==> config.mk <==
export PLATFORM = sky130hd
export DESIGN_NAME = rv_mdu
export DESIGN_NICKNAME = d
export VERILOG_FILES = /design/src/rtl/rv_mdu_pkg.sv /design/src/rtl/rv_mdu_div_step.sv /design/src/rtl/rv_mdu.sv
export SDC_FILE = /design/constraint.sdc
export NUM_CORES = 1
export LEC_CHECK = 0
export CAP_MARGIN = 20
export CORE_MARGIN = 2
export CORE_UTILIZATION = 45
export CTS_BUF_LIST = sky130_fd_sc_hd__clkbuf_8
export CTS_CLUSTER_DIAMETER = 200
export DETAILED_ROUTE_END_ITERATION = 10
export REMOVE_ABC_BUFFERS = 1
export SYNTH_ARGS = -nofsm -noshare
export SYNTH_HDL_FRONTEND = slang
export SYNTH_SLANG_ARGS = --single-unit
==> constraint.sdc <==
create_clock -name clk_i -period 15.7 [get_ports clk_i]
set_clock_uncertainty 0.05 [all_clocks]
set_input_delay 1.57 -clock clk_i [delete_from_list [all_inputs] [get_ports clk_i]]
set_output_delay 1.57 -clock clk_i [all_outputs]
set_load 0.01 [all_outputs]
==> src/rtl/rv_mdu_pkg.sv <==
// Shared definitions for the RV32M multiply/divide unit: op codes, FSM states,
// iteration count and the conditional-negate helpers used for sign fix-up.
package rv_mdu_pkg;

    localparam logic [2:0] MDU_MUL    = 3'd0;
    localparam logic [2:0] MDU_MULH   = 3'd1;
    localparam logic [2:0] MDU_MULHSU = 3'd2;
    localparam logic [2:0] MDU_MULHU  = 3'd3;
    localparam logic [2:0] MDU_DIV    = 3'd4;
    localparam logic [2:0] MDU_DIVU   = 3'd5;
    localparam logic [2:0] MDU_REM    = 3'd6;
    localparam logic [2:0] MDU_REMU   = 3'd7;

    localparam int unsigned MDU_ITER_NUM = 32;
    localparam logic [4:0]  MDU_CNT_LAST = 5'(MDU_ITER_NUM - 1);

    typedef enum logic [1:0] {
        IDLE = 2'd0,
        CALC = 2'd1,
        DONE = 2'd2
    } mdu_state_e;

    function automatic logic [31:0] neg_if32(input logic neg, input logic [31:0] val);
        return neg ? (32'd0 - val) : val;
    endfunction

    function automatic logic [63:0] neg_if64(input logic neg, input logic [63:0] val);
        return neg ? (64'd0 - val) : val;
    endfunction

endpackage

==> src/rtl/rv_mdu_div_step.sv <==
// One restoring radix-2 division iteration: shift the next dividend bit into the
// partial remainder, trial-subtract the divisor, and emit one quotient bit.
module rv_mdu_div_step
    import rv_mdu_pkg::*;
(
    input  logic [31:0] rem_i,
    input  logic [31:0] quo_i,
    input  logic [31:0] divisor_i,
    output logic [31:0] rem_o,
    output logic [31:0] quo_o
);

    logic [32:0] shifted_s;
    logic [32:0] diff_s;

    assign shifted_s = {rem_i, quo_i[31]};
    assign diff_s    = shifted_s - {1'b0, divisor_i};
    // A borrow out of bit 32 means the trial subtract failed: keep the shifted value.
    assign rem_o     = diff_s[32] ? shifted_s[31:0] : diff_s[31:0];
    assign quo_o     = {quo_i[30:0], ~diff_s[32]};

endmodule

==> src/rtl/rv_mdu.sv <==
// RV32M multiply/divide unit: iterative shift-add multiply and restoring divide
// on magnitudes. Define MDU_FAST_MUL_EN for single-cycle multiplies.
module rv_mdu
    import rv_mdu_pkg::*;
#(
    parameter int XLEN = 32
) (
    input  logic            clk_i,
    input  logic            arstn_i,
    input  logic            mdu_req_i,
    input  logic [2:0]      mdu_op_i,
    input  logic [XLEN-1:0] mdu_port_a_i,
    input  logic [XLEN-1:0] mdu_port_b_i,
    input  logic            mdu_kill_i,
    output logic [XLEN-1:0] mdu_result_o,
    output logic            mdu_valid_o,
    output logic            mdu_busy_o
);

    mdu_state_e  state_q, state_d;
    logic [4:0]  cnt_q, cnt_d;
    logic [2:0]  op_q, op_d;
    logic [31:0] b_q, b_d;
    logic        neg_q, neg_d;
    logic [63:0] acc_q, acc_d;
    logic [31:0] result_q, result_d;
    logic        valid_q, busy_q;

    logic        a_signed_s, b_signed_s, a_neg_s, b_neg_s, is_div_s;
    logic [31:0] a_mag_s, b_mag_s;
    logic [32:0] mul_sum_s;
    logic [63:0] mul_acc_s, mul_prod_s, div_acc_s;
    logic [31:0] div_rem_s, div_quo_s, fix_res_s;

    assign is_div_s   = mdu_op_i[2];
    assign a_signed_s = (mdu_op_i == MDU_MUL) || (mdu_op_i == MDU_MULH) || (mdu_op_i == MDU_MULHSU)
                     || (mdu_op_i == MDU_DIV) || (mdu_op_i == MDU_REM);
    assign b_signed_s = (mdu_op_i == MDU_MUL) || (mdu_op_i == MDU_MULH)
                     || (mdu_op_i == MDU_DIV) || (mdu_op_i == MDU_REM);
    assign a_neg_s    = a_signed_s & mdu_port_a_i[31];
    assign b_neg_s    = b_signed_s & mdu_port_b_i[31];
    assign a_mag_s    = neg_if32(a_neg_s, mdu_port_a_i);
    assign b_mag_s    = neg_if32(b_neg_s, mdu_port_b_i);

    // Shift-add step: acc[31:0] holds the remaining multiplier bits, acc[63:32] the partial sum.
    assign mul_sum_s  = {1'b0, acc_q[63:32]} + (acc_q[0] ? {1'b0, b_q} : 33'd0);
    assign mul_acc_s  = {mul_sum_s, acc_q[31:1]};
    assign mul_prod_s = neg_if64(neg_q, mul_acc_s);

    rv_mdu_div_step u_div_step (
        .rem_i     (acc_q[63:32]),
        .quo_i     (acc_q[31:0]),
        .divisor_i (b_q),
        .rem_o     (div_rem_s),
        .quo_o     (div_quo_s)
    );
    assign div_acc_s = {div_rem_s, div_quo_s};

`ifdef MDU_FAST_MUL_EN
    logic signed [32:0] fast_a_s, fast_b_s;
    logic signed [63:0] fast_prod_s;
    logic [31:0]        fast_res_s;
    assign fast_a_s    = {a_neg_s, mdu_port_a_i};
    assign fast_b_s    = {b_neg_s, mdu_port_b_i};
    assign fast_prod_s = fast_a_s * fast_b_s;
    assign fast_res_s  = (mdu_op_i == MDU_MUL) ? fast_prod_s[31:0] : fast_prod_s[63:32];
`endif

    // Final-iteration result with sign fix applied as the FSM enters DONE.
    always_comb begin
        fix_res_s = 32'd0;
        if (op_q[2]) begin
            fix_res_s = neg_if32(neg_q, op_q[1] ? div_rem_s : div_quo_s);
        end else if (op_q == MDU_MUL) begin
            fix_res_s = mul_prod_s[31:0];
        end else begin
            fix_res_s = mul_prod_s[63:32];
        end
    end

    // Next-state, operand capture and result load.
    always_comb begin
        state_d  = state_q;
        cnt_d    = cnt_q;
        op_d     = op_q;
        b_d      = b_q;
        neg_d    = neg_q;
        acc_d    = acc_q;
        result_d = result_q;
        case (state_q)
            IDLE: begin
                if (mdu_req_i && !mdu_kill_i) begin
                    op_d  = mdu_op_i;
                    b_d   = b_mag_s;
                    neg_d = (is_div_s && mdu_op_i[1]) ? a_neg_s : (a_neg_s ^ b_neg_s);
                    acc_d = {32'd0, a_mag_s};
                    cnt_d = 5'd0;
                    if (is_div_s && (mdu_port_b_i == 32'd0)) begin
                        result_d = mdu_op_i[1] ? mdu_port_a_i : 32'hFFFF_FFFF;
                        state_d  = DONE;
                    end else if (is_div_s && !mdu_op_i[0] && (mdu_port_a_i == 32'h8000_0000)
                                 && (mdu_port_b_i == 32'hFFFF_FFFF)) begin
                        result_d = mdu_op_i[1] ? 32'd0 : 32'h8000_0000;
                        state_d  = DONE;
`ifdef MDU_FAST_MUL_EN
                    end else if (!is_div_s) begin
                        result_d = fast_res_s;
                        state_d  = DONE;
`endif
                    end else begin
                        state_d = CALC;
                    end
                end else begin
                    state_d = IDLE;
                end
            end
            CALC: begin
                if (mdu_kill_i) begin
                    state_d = IDLE;
                end else begin
                    acc_d = op_q[2] ? div_acc_s : mul_acc_s;
                    cnt_d = cnt_q + 5'd1;
                    if (cnt_q == MDU_CNT_LAST) begin
                        result_d = fix_res_s;
                        state_d  = DONE;
                    end else begin
                        state_d = CALC;
                    end
                end
            end
            DONE:    state_d = IDLE;
            default: state_d = IDLE;
        endcase
    end

    // State, datapath and registered output flags.
    always_ff @(posedge clk_i or negedge arstn_i) begin
        if (!arstn_i) begin
            state_q  <= IDLE;
            cnt_q    <= 5'd0;
            op_q     <= 3'd0;
            b_q      <= 32'd0;
            neg_q    <= 1'b0;
            acc_q    <= 64'd0;
            result_q <= 32'd0;
            valid_q  <= 1'b0;
            busy_q   <= 1'b0;
        end else begin
            state_q  <= state_d;
            cnt_q    <= cnt_d;
            op_q     <= op_d;
            b_q      <= b_d;
            neg_q    <= neg_d;
            acc_q    <= acc_d;
            result_q <= result_d;
            valid_q  <= (state_d == DONE);
            busy_q   <= (state_d != IDLE);
        end
    end

    assign mdu_result_o = result_q;
    assign mdu_valid_o  = valid_q;
    assign mdu_busy_o   = busy_q;

endmodule

==> results.yml <==
grt:
  first_global_vias: 16600
  overflow: 0
  grt_max_degree: 83
  first_pass_grt_wire_length_um: 97800
  antenna_found_initial: 3
  track_usage_pct: 33.1
placed_design:
  post-dp-hpwl_um: 48400
  numPortBuffers: 104
  placed_cell_area_um2: 17700
  gp_congestion: 1.03
final_layout:
  register_area_um2: 3530
  final_cell_mix: "272 x sky130_fd_sc_hd__nand2_1, 233 x sky130_fd_sc_hd__o21ai_0, 199 x sky130_fd_sc_hd__nor2_1, 166 x sky130_fd_sc_hd__a21oi_1, 138 x sky130_fd_sc_hd__dfrtp_1"
  multi_input_area_um2: 12000
  num_antenna_cells: 0
  synthesis_to_finish_area_growth_pct: 10.2
  num-fill-cells: 3605
  final_common_cell: "sky130_fd_sc_hd__nand2_1"
  final_nets: 2396
  final_layout_size_suffix_gt1_share_pct: 4.86
  layout.cell_area.non_filler_um2: 18100
worst_setup_path:
  reg2reg_slack_ns: 9.69
  crit_path_start: "mdu_port_a_i[25]"
  timing.reg2reg.worst_path_depth: 20
  cp_max_fo: 63
  worst-setup-path-type: "input port to register"
  worst_path_max_delay_cell: "sky130_fd_sc_hd__nor4_1"
  critical_path.reg2reg.endpoint: "mdu_result_o[30]"
  endpoint: "mdu_result_o[31]"
  cpMostUsedCell: "sky130_fd_sc_hd__nor4_1"
  critPathRequiredTime_ns: 16.07
  crit-reg2reg-launch: "acc_q[31]"
  worstPathArrival_ns: 6.48
  cp_cell_sequence: "clkdlybuf4s50_1 -> nor4_1 -> nand3b_1 -> or4_1 -> nor4_1 -> a21oi_1 -> o21ai_4 -> buf_4 -> o311ai_0 -> a211o_1 -> o32ai_2"
  worstSetupEndpointType: "register"
  crit_path_max_incr_delay_ns: 0.75
  cp-start-kind: "input port"
yosys:
  netlist.area_leader.share_pct: 21.5
  postSynthRegisterBits: 141
  ys_async_sr_fraction_pct: 100
  ys_top_cells_by_area: "sky130_fd_sc_hd__dfrtp_1 22%, sky130_fd_sc_hd__o21ai_0 7.1%, sky130_fd_sc_hd__nand2_1 6.2%, sky130_fd_sc_hd__ha_1 5.4%, sky130_fd_sc_hd__a21oi_1 5.1%"
  post_synth_inst_count: 2259
  ys.warnings.count: 0
  ys_types: 87
  post_synth_edffs: 0
  synth.yosys.seq_area_share_pct: 21.5
  cell_area_after_technology_mapping_um2: 16400
  synth_top_cell_by_area: "sky130_fd_sc_hd__dfrtp_1"
  syn_avg_cell_area_um2: 7.26
  synth_flop_cell: "sky130_fd_sc_hd__dfrtp_1"
timing:
  grt_setup_unrepaired: "false"
  timing.final.max_slew_violations: 0
  final_critical_path_required_period_ns: 6.10
  maxClockFrequency_mhz: 164
  setup_viol: 0
  slew-limit-headroom_pct: 23.4
  layout_worst_path_cycle_share_pct: 38.9
  setup_total_negative_slack_ns: 0
  worst-slew-pin-transition_ns: 1.15
  final-hold-violation-count: 0
  fin_worst_hold_slack_ns: 0.458
clock_tree:
  postCtsHoldBufs: 0
  cts.htree.levels: 4
  cts-resized-gates: 0
  tritoncts.num_buffers: 17
  cts.root.buffer_cell: "sky130_fd_sc_hd__clkbuf_8"
  clkTransAtPathRegs_ns: 0.09
  worst_skew_pair.late_latency_ns: 0.51
  post-cts-setup-buffers: 0
  max_root_sink_buffers: 2
  cts_tree: "yes"
  cts.sinks: 141
routing:
  post-route-drc-count: 0
  avgRoutedWirePerCell_um: 23.3
  finalWirelength_um: 63500
  dr_total_vias: 17800
  1st_pass_router_iterations: 5
  drt_iter0_drc: 1793
  route.antenna.remaining_nets: 0
  drt-vias-per-instance: 6.52
status:
  status: "finished, final reports clean"
floorplanning:
  dieHeight_um: 195
  core-area_um2: 35700
  floorplan.die_area_um2: 38000
  initial_utilization_pct: 45.9
  design.portCount: 105
  die_x_um: 195
  floorplan.rows: 69
worst_hold_path:
  min_from: "mdu_result_o[2]"
  hold_path.class: "register to register"
power_and_ir_drop:
  power.leakage_uw: 0.00726
  ir_drop_v: 0.000161
  power_density_nw_per_um2: 183
job:
  maxCapViolations: 0
[power breakdown]
part	switching, µW	internal [µW]
clock network	175	140
logic	1540	841
registers	177	444
[synthesized netlist by cell type (56+ instances only)]
library cell and instances:
sky130_fd_sc_hd__clkbuf_1 143, sky130_fd_sc_hd__inv_1 69, sky130_fd_sc_hd__o21ai_0 233, sky130_fd_sc_hd__a21oi_1 166, sky130_fd_sc_hd__ha_1 71, sky130_fd_sc_hd__mux2i_1 78, sky130_fd_sc_hd__nand2_1 272, sky130_fd_sc_hd__dfrtp_1 141
sky130_fd_sc_hd__xnor2_1 90, sky130_fd_sc_hd__xor2_1 74, sky130_fd_sc_hd__nor2_1 201, sky130_fd_sc_hd__nor3_1 56
[critical path, delay by kind of cell]
kind            cells  cell delay [ns]
simple gates        4             2.30
buf+inv             2             1.09
compound gates      5             1.43
[per-layer routing]
| layer | part of all wire, % | global-route usage, % |
|---|---|---|
| met1 | 43 | 44.0 |
| met2 | 46 | 53.5 |
| met3 | 7.3 | 5.59 |
| met4 | 4.0 | 13.0 |
| met5 | 0.022 | 0 |
[state kept, by name, summed over array words and instances (netlist names)]
name / cells
acc_q: 64
mdu_valid_o: 1
neg_q: 1
cnt_q: 5
b_q: 32
mdu_result_o: 32
op_q: 3
mdu_busy_o: 1
state_q: 2
[through the flow]
| stage | setup slack (ns) | total power [µW] | cells | utilization [%] |
|---|---|---|---|---|
| global placement | 9.08 | 2920 | 2693 | 49.4 |
| floorplan | 8.96 | 2210 | 2099 | - |
| finish | 9.60 | 3320 | 2726 | 50.6 |
| global route | 9.26 | 3540 | 2726 | 50.6 |
| CTS | 9.57 | 3260 | 2725 | 50.5 |
| detailed placement | 9.04 | 2940 | 2693 | 49.4 |
[final cells by class]
class | instances | share of cell area, %
Clock buffer | 17 | 1.29
Clock inverter | 15 | 0.830
Inverter | 71 | 1.47
Multi-Input combinational cell | 1887 | 66.5
Sequential cell | 141 | 19.5
Tap cell | 461 | 3.19
Timing Repair Buffer | 134 | 7.12
[worst min path at each step]
stage	endpoint	slack, ns	cells after the start
floorplan	op_q[0]	0.41	2
global route	mdu_result_o[2]	0.48	1
global placement	mdu_result_o[2]	0.43	1
detailed placement	mdu_result_o[2]	0.43	1
finish	mdu_result_o[2]	0.46	1
CTS	mdu_result_o[2]	0.46	1
[cells by family (layout without fill, tap and decap cells)]
family | after synthesis | after routing | synth area share [%]
xor gates and xnor gates | 164 | 164 | 8.76
adders and majority gates | 73 | 73 | 5.66
buffers and inverters | 231 | 237 | 5.44
muxes | 84 | 84 | 5.24
AOI/OAI and AO/OA | 756 | 756 | 29.8
DFF | 141 | 141 | 21.5
and+or+nand+nor | 810 | 810 | 23.6
Power figures use the tool's default switching activity.
